==> src/rtl/per2axi_req_channel.sv <==
`default_nettype none
// ============================================================================
// Module      : per2axi_req_channel
// Description : Peripheral-to-AXI request path; single outstanding transaction.
// Revision    : 1.0 - initial release
// ============================================================================
module per2axi_req_channel #(
  parameter int PER_ADDR_WIDTH = 32,
  parameter int PER_ID_WIDTH   = 5,
  parameter int AXI_ADDR_WIDTH = 32,
  parameter int AXI_DATA_WIDTH = 64,
  parameter int AXI_USER_WIDTH = 6,
  parameter int AXI_ID_WIDTH   = 5,
  parameter int AXI_STRB_WIDTH = AXI_DATA_WIDTH/8
) (
  input  logic                      clk_i,
  input  logic                      rst_ni,

  input  logic                      per_slave_req_i,
  input  logic [PER_ADDR_WIDTH-1:0] per_slave_add_i,
  input  logic                      per_slave_we_i,
  input  logic [31:0]               per_slave_wdata_i,
  input  logic [3:0]                per_slave_be_i,
  input  logic [PER_ID_WIDTH-1:0]   per_slave_id_i,
  output logic                      per_slave_gnt_o,

  output logic                      axi_master_ar_valid_o,
  input  logic                      axi_master_ar_ready_i,
  output logic [AXI_ADDR_WIDTH-1:0] axi_master_ar_addr_o,
  output logic [AXI_ID_WIDTH-1:0]   axi_master_ar_id_o,
  output logic [2:0]                axi_master_ar_prot_o,
  output logic [3:0]                axi_master_ar_region_o,
  output logic [7:0]                axi_master_ar_len_o,
  output logic [2:0]                axi_master_ar_size_o,
  output logic [1:0]                axi_master_ar_burst_o,
  output logic                      axi_master_ar_lock_o,
  output logic [3:0]                axi_master_ar_cache_o,
  output logic [3:0]                axi_master_ar_qos_o,
  output logic [AXI_USER_WIDTH-1:0] axi_master_ar_user_o,

  output logic                      axi_master_aw_valid_o,
  input  logic                      axi_master_aw_ready_i,
  output logic [AXI_ADDR_WIDTH-1:0] axi_master_aw_addr_o,
  output logic [AXI_ID_WIDTH-1:0]   axi_master_aw_id_o,
  output logic [2:0]                axi_master_aw_prot_o,
  output logic [3:0]                axi_master_aw_region_o,
  output logic [7:0]                axi_master_aw_len_o,
  output logic [2:0]                axi_master_aw_size_o,
  output logic [1:0]                axi_master_aw_burst_o,
  output logic                      axi_master_aw_lock_o,
  output logic [3:0]                axi_master_aw_cache_o,
  output logic [3:0]                axi_master_aw_qos_o,
  output logic [AXI_USER_WIDTH-1:0] axi_master_aw_user_o,

  output logic                      axi_master_w_valid_o,
  input  logic                      axi_master_w_ready_i,
  output logic [AXI_DATA_WIDTH-1:0] axi_master_w_data_o,
  output logic [AXI_STRB_WIDTH-1:0] axi_master_w_strb_o,
  output logic [AXI_USER_WIDTH-1:0] axi_master_w_user_o,
  output logic                      axi_master_w_last_o,

  output logic                      trans_req_o,
  output logic                      trans_we_o,
  output logic [PER_ID_WIDTH-1:0]   trans_id_o,
  output logic [PER_ADDR_WIDTH-1:0] trans_add_o,
  input  logic                      trans_r_valid_i
);

  typedef enum logic [1:0] {
    IDLE     = 2'd0,
    AR_ISSUE = 2'd1,
    WR_ISSUE = 2'd2,
    PENDING  = 2'd3
  } state_t;

  state_t                    r_state;
  state_t                    w_state_nxt;
  logic [PER_ADDR_WIDTH-1:0] r_addr;
  logic                      r_we;
  logic [31:0]               r_wdata;
  logic [3:0]                r_be;
  logic [PER_ID_WIDTH-1:0]   r_id;
  logic                      r_aw_done;
  logic                      r_w_done;
  logic                      w_aw_hs;
  logic                      w_w_hs;

  assign w_aw_hs = axi_master_aw_valid_o & axi_master_aw_ready_i;
  assign w_w_hs  = axi_master_w_valid_o  & axi_master_w_ready_i;

  always_ff @(posedge clk_i or negedge rst_ni) begin
    if (!rst_ni) begin
      r_state   <= IDLE;
      r_addr    <= '0;
      r_we      <= 1'b0;
      r_wdata   <= '0;
      r_be      <= '0;
      r_id      <= '0;
      r_aw_done <= 1'b0;
      r_w_done  <= 1'b0;
    end else begin
      r_state <= w_state_nxt;
      if (r_state == IDLE && per_slave_req_i) begin
        r_addr    <= per_slave_add_i;
        r_we      <= per_slave_we_i;
        r_wdata   <= per_slave_wdata_i;
        r_be      <= per_slave_be_i;
        r_id      <= per_slave_id_i;
        r_aw_done <= 1'b0;
        r_w_done  <= 1'b0;
      end else if (r_state == WR_ISSUE) begin
        if (w_aw_hs) r_aw_done <= 1'b1;
        if (w_w_hs)  r_w_done  <= 1'b1;
      end
    end
  end

  always_comb begin
    w_state_nxt           = r_state;
    per_slave_gnt_o       = 1'b0;
    axi_master_ar_valid_o = 1'b0;
    axi_master_aw_valid_o = 1'b0;
    axi_master_w_valid_o  = 1'b0;
    trans_req_o           = 1'b0;
    case (r_state)
      IDLE: begin
        per_slave_gnt_o = per_slave_req_i;
        if (per_slave_req_i) w_state_nxt = per_slave_we_i ? AR_ISSUE : WR_ISSUE;
      end
      AR_ISSUE: begin
        axi_master_ar_valid_o = 1'b1;
        if (axi_master_ar_ready_i) begin
          trans_req_o = 1'b1;
          w_state_nxt = PENDING;
        end
      end
      WR_ISSUE: begin
        axi_master_aw_valid_o = !r_aw_done;
        axi_master_w_valid_o  = !r_w_done;
        // Issue once both channels are done, counting handshakes of this cycle.
        if ((r_aw_done || (!r_aw_done && axi_master_aw_ready_i)) &&
            (r_w_done  || (!r_w_done  && axi_master_w_ready_i))) begin
          trans_req_o = 1'b1;
          w_state_nxt = PENDING;
        end
      end
      PENDING: begin
        if (trans_r_valid_i) w_state_nxt = IDLE;
      end
      default: w_state_nxt = IDLE;
    endcase
  end

  assign axi_master_ar_addr_o   = AXI_ADDR_WIDTH'(r_addr);
  assign axi_master_ar_id_o     = AXI_ID_WIDTH'(r_id);
  assign axi_master_ar_prot_o   = 3'b000;
  assign axi_master_ar_region_o = 4'b0000;
  assign axi_master_ar_len_o    = 8'h00;
  assign axi_master_ar_size_o   = 3'b010;
  assign axi_master_ar_burst_o  = 2'b01;
  assign axi_master_ar_lock_o   = 1'b0;
  assign axi_master_ar_cache_o  = 4'b0000;
  assign axi_master_ar_qos_o    = 4'b0000;
  assign axi_master_ar_user_o   = '0;

  assign axi_master_aw_addr_o   = AXI_ADDR_WIDTH'(r_addr);
  assign axi_master_aw_id_o     = AXI_ID_WIDTH'(r_id);
  assign axi_master_aw_prot_o   = 3'b000;
  assign axi_master_aw_region_o = 4'b0000;
  assign axi_master_aw_len_o    = 8'h00;
  assign axi_master_aw_size_o   = 3'b010;
  assign axi_master_aw_burst_o  = 2'b01;
  assign axi_master_aw_lock_o   = 1'b0;
  assign axi_master_aw_cache_o  = 4'b0000;
  assign axi_master_aw_qos_o    = 4'b0000;
  assign axi_master_aw_user_o   = '0;

  // The 32-bit word is replicated so either lane of the 64-bit bus carries it.
  assign axi_master_w_data_o = {r_wdata, r_wdata};
  assign axi_master_w_strb_o = r_addr[2] ? {r_be, 4'b0000} : {4'b0000, r_be};
  assign axi_master_w_user_o = '0;
  assign axi_master_w_last_o = 1'b1;

  assign trans_we_o  = r_we;
  assign trans_id_o  = r_id;
  assign trans_add_o = r_addr;

endmodule
`default_nettype wire

==> config.mk <==
export PLATFORM = sky130hd
export DESIGN_NAME = per2axi_req_channel
export DESIGN_NICKNAME = d
export VERILOG_FILES = /design/src/rtl/per2axi_req_channel.sv
export SDC_FILE = /design/constraint.sdc
export NUM_CORES = 1
export LEC_CHECK = 0
export ABC_AREA = 1
export CAP_MARGIN = 20
export CORE_AREA = 2 2 134 136
export DETAILED_ROUTE_END_ITERATION = 12
export DIE_AREA = 0 0 136 138
export PLACE_DENSITY = 0.73
export SKIP_CTS_REPAIR_TIMING = 1
export SLEW_MARGIN = 5
export SYNTH_ARGS = -nofsm -noshare
export SYNTH_HDL_FRONTEND = slang
export SYNTH_SLANG_ARGS = --single-unit
==> constraint.sdc <==
create_clock -name clk_i -period 1.8 [get_ports clk_i]
set_input_delay 0.18 -clock clk_i [delete_from_list [all_inputs] [get_ports clk_i]]
set_output_delay 0.18 -clock clk_i [all_outputs]
set_load 0.02 [all_outputs]
After elaboration in Yosys (flattened, before gate mapping)
Cells that the tools add are included.

Bits of input ports: 81. Bits in registers: 78.

Bitwise operators: 2. Reductions and logical operators: 15. Multiplexer cells: 20. Equal/unequal tests: 7.

Operators by type and width (number): two-way mux 1 bit (12); two-way mux 2 bit (5); two-way mux 8 bit (1); one-hot mux 2 bit (4 select lines) (1); inequality test 2 bit (second input constant) (3); nonzero test 2 bit (3); == test 2 bit (second input constant) (2); logical AND 1 bit (4); AND reduction 2 bit (2); AND reduction 4 bit (1); AND 1 bit (2); == test 2 x 1 -> 1 bit (second input constant) (1); zero test 1 bit (2); zero test 2 bit (1); logical OR 1 bit (2); inequality test 2 x 1 -> 1 bit (second input constant) (1); one-hot mux 1 bit (2 select lines) (1).

Longest topological paths before layout
Depth in word-level cells: 6. Gate-level depth with buffers: 8.

Worst setup path before layout
Ideal clock, no wire load.

Path type: register -> output. Start point: register r_state[0]. End point: output port trans_req_o. Cell stages (with the launch flop): 4. Data arrival time: 1.275 ns. Setup slack: 0.345 ns. Buffers on the path: 0. Cells stage by stage: dfrtp_1 > inv_1 > ha_1 > a21boi_0.

Longest elaborated chain between the ends: 2. Elaborated cells between the ends (all ways): 3. Classes of those cells: 2 x eq/ne; 1 x mux.

RTL lines: start, declared (line 76) `state_t r_state;`; start signal, assigned (line 102) `r_state <= w_state_nxt;`; == test 2 bit / == test 2 x 1 -> 1 bit (equally long branches) (line 125) `case (r_state)`; one-hot mux 1 bit (2 select lines) (*) (line 125); end, declared (line 62) `output logic trans_req_o,`.

Mark *: on every way between the ends. The rest lies on a longest branch, timed or not.

Worst setup path in the final report
Start point: register r_addr[2], in the netlist axi_master_ar_addr_o[2]. End point: output port axi_master_w_strb_o[0].

Longest elaborated chain between the ends: 1.

RTL lines: start, declared (line 78) `logic [PER_ADDR_WIDTH-1:0] r_addr;`; start signal, assigned (line 104) `r_addr <= per_slave_add_i;`; two-way mux 8 bit (line 180) `assign axi_master_w_strb_o = r_addr[2] ? {r_be, 4'b0000} : {4'b0000, r_be};`; end, declared (line 58) `output logic [AXI_STRB_WIDTH-1:0] axi_master_w_strb_o,`.

Every way passes these cells.

==> results.sh <==
export IMPL_outcome="completed"
export IMPL_overflow=0
export IMPL_worstSetupEndpointType="primary output"
export IMPL_floorplan_die_height_um=138
export IMPL_area_delta_synth_final_pct=48.2
export IMPL_yosysUniqueCellTypes=16
export IMPL_synth_seq_cells=78
export IMPL_synth_yosys_seq_area_share=0.427
export IMPL_dr_pass1_iters=6
export IMPL_synth_largest_area_cell="dfrtp_1"
export IMPL_post_route_min_period_ns=1.73
export IMPL_total_switching_power_mw=6.20
export IMPL_netlist_area_um2=4570
export IMPL_ir_drop_v=0.00113
export IMPL_timing_fmax_ghz=0.579
export IMPL_tritoncts_num_sinks=78
export IMPL_post_synth_top_area_fraction=0.427
export IMPL_synth_warning_count=0
export IMPL_drt_drc_violations_left=0
export IMPL_initial_utilization=0.260
export IMPL_worstReg2RegStart="r_state[1]$_DFFE_PN0P_"
export IMPL_grt_start_max_net_pins=79
export IMPL_fin_cells=956
export IMPL_worst_skew_pair_latency_ns=0.34
export IMPL_rrSetupSlack_ns=0.28
export IMPL_routed_wirelength_um=12700
export IMPL_clk_pin_slew_ns=0.07
export IMPL_port_buffer_count=269
export IMPL_worstSetupStartpoint="axi_master_ar_addr_o[2]$_DFFE_PN0N_"
export IMPL_synthesis_area_per_instance_um2=8.14
export IMPL_timing_final_setup_violations=0
export IMPL_r2r_cells=6
export IMPL_r2r_end="r_be[0]$_DFFE_PN0N_"
export IMPL_dieWidth_um=136
export IMPL_initial_antenna_violation_count=0
export IMPL_p_comb_frac=0.610
export IMPL_ctsHtreeMaxLevel=3
export IMPL_worst_ep_required_time_ns=1.62
export IMPL_slew_viol_final=0
export IMPL_clock_power_share=0.140
export IMPL_first_iter_violations=128
export IMPL_cts_made_buffers=9
export IMPL_antenna_violating_nets_post_route=0
export IMPL_routed_via_density=3.85
export IMPL_clockRootBuffer="clkbuf_16"
export IMPL_place_congestion=0.796
export IMPL_setup_tns_ns=0
export IMPL_timing_critical_path_arrival_ns=1.55
export IMPL_switching_share=0.444
export IMPL_ratio_of_cells_with_drive_above_1_in_the_final_layout=0.0371
export IMPL_vias=3681
export IMPL_cp_startpoint_kind="flip-flop"
export IMPL_path_max_fanout=12
export IMPL_die_outline_area_um2=18800
export IMPL_num_io_pins=347
export IMPL_rsz_0062_raised_after_global_routing="yes"
export IMPL_clock_path_buffers=2
export IMPL_dp_hpwl_um=9550
export IMPL_detail_route_wl_per_cell_um=13.2
export IMPL_hold_viol=0
export IMPL_critPathCapture="axi_master_w_strb_o[0]"
export IMPL_fin_worst_skew_ns=0.00955
export IMPL_synth_area_top_cells="dfrtp_1, buf_4, nand2_1, ha_1, inv_1"
export IMPL_sequentialPowerShare=0.250
export IMPL_maxCapViolCount=0
export IMPL_floorplan_rows=49
export IMPL_holdCritPathClass="input port to flip-flop"
export IMPL_final_period_utilization=0.960
export IMPL_fin_hold_ws_ns=0.373
export IMPL_leakagePower_nw=3.44
export IMPL_placed_cells=940
export IMPL_grt_first_pass_wirelength_um=19200
export IMPL_critical_path_class="flip-flop to primary output"
export IMPL_number_of_global_route_vias_before_repair=3466
export IMPL_syn_inst=561
export IMPL_cell_internal_pwr_mw=7.75
export IMPL_total_routing_usage_reported_by_global_routing=0.132
export IMPL_antenna_cells=0
export IMPL_cts_tree="done"
export IMPL_pwr_density_cell_nw_per_um2=2060
export IMPL_core_um2=17500
export IMPL_final_layout_net_count=810
==> critical path, stage by stage, from the launching register on <==
cell and delay (ns):
dfrtp_2 0.49, nor2_1 0.12, clkdlybuf4s50_1 0.61
==> synth_stat cells <==
| cell type | number |
|---|---|
| nor2_1 | 8 |
| o21ai_1 | 1 |
| a21oi_1 | 2 |
| o21ai_0 | 6 |
| dfrtp_1 | 78 |
| inv_1 | 20 |
| inv_2 | 1 |
| buf_4 | 185 |
| buf_6 | 3 |
| a21boi_0 | 1 |
| ha_1 | 6 |
| buf_2 | 11 |
| nand3_1 | 3 |
| nand2_1 | 233 |
| clkbuf_1 | 1 |
| conb_1 | 2 |
==> logic make-up (layout without fill, tap and decap cells) <==
kind of cell    count (synthesis)  after routing  synth area share
simple gates                  244            244             0.201
buf+inv                       221            312             0.342
flops                          78             78             0.427
compound gates                 10             10            0.0115
fa+ha+maj                       6              6            0.0164
other cells                     2             77           0.00164
==> power by group through the flow <==
stage / clock network [mW] / logic [mW] / registers (mW)
finish: 1.95 / 8.51 / 3.48
global route: 2.10 / 9.10 / 3.63
CTS: 2.03 / 8.66 / 3.52
detailed placement: 0 / 8.64 / 3.53
global placement: 0 / 8.50 / 3.50
floorplan: 0 / 4.90 / 4.16
==> final cells by class <==
cell class	count	area [um2]
Fill cell	1785	10800
Timing Repair Buffer	276	2800
Sequential cell	78	1950
Multi-Input combinational cell	337	1340
Tap cell	229	287
Clock buffer	9	225
Clock inverter	6	87.6
Inverter	21	78.8
==> flip-flops by register name (all words and copies together), names as in the netlist <==
register and cells:
r_w_done 1, trans_we_o 1, axi_master_ar_addr_o 32, r_aw_done 1
r_be 4, axi_master_ar_id_o 5, r_wdata 32, r_state 2
==> per-stage QoR <==
step	util	instance area (um2)	setup WS (ns)	power, mW
finish	0.386	6770	0.0721	13.9
global route	0.386	6770	-0.0249	14.8
CTS	0.384	6740	-0.379	14.2
detailed placement	0.367	6430	-0.0399	12.2
global placement	0.367	6430	-0.0236	12.0
floorplan	-	4850	0.345	9.06
==> metal layers <==
layer	global-route usage	part of all wire	vias up
li1	-	-	1743
met1	0.142	0.37	1716
met2	0.248	0.53	210
met3	0.0319	0.085	12
met4	0.0444	0.014	0
met5	0	0	-
==> placed cells by master (no fill, tap or decap), types with 2 or more instances in the layout <==
| master | Yosys | final |
|---|---|---|
| clkdlybuf4s50_1 | 0 | 256 |
| nand2_1 | 233 | 232 |
| conb_1 | 2 | 77 |
| dfrtp_1 | 78 | 77 |
| inv_1 | 20 | 20 |
| dlymetal6s2s_1 | 0 | 10 |
| clkbuf_16 | 0 | 9 |
| nor2_1 | 8 | 8 |
| o21ai_0 | 6 | 6 |
| ha_1 | 6 | 6 |
| buf_4 | 185 | 4 |
| nand3_1 | 3 | 3 |
| buf_12 | 0 | 3 |
| a21oi_1 | 2 | 2 |
| bufinv_16 | 0 | 2 |
| clkinv_4 | 0 | 2 |
| clkinv_2 | 0 | 2 |
| clkbuf_2 | 0 | 2 |
==> how the worst min path moves through the flow <==
| stage | start | end | slack, ns | cells after the start |
|---|---|---|---|---|
| floorplan | rst_ni | axi_master_ar_addr_o[0]$_DFFE_PN0N_ | -0.12 | 0 |
| global placement | rst_ni | r_wdata[31]$_DFFE_PN0N_ | 0.24 | 2 |
| detailed placement | rst_ni | r_wdata[31]$_DFFE_PN0N_ | 0.25 | 2 |
| CTS | rst_ni | r_wdata[31]$_DFFE_PN0N_ | -0.12 | 2 |
| finish | per_slave_wdata_i[8] | r_wdata[8]$_DFFE_PN0N_ | 0.37 | 3 |
| global route | per_slave_wdata_i[1] | r_wdata[1]$_DFFE_PN0N_ | 0.36 | 3 |
No activity file was read; power rests on OpenSTA's default activity.
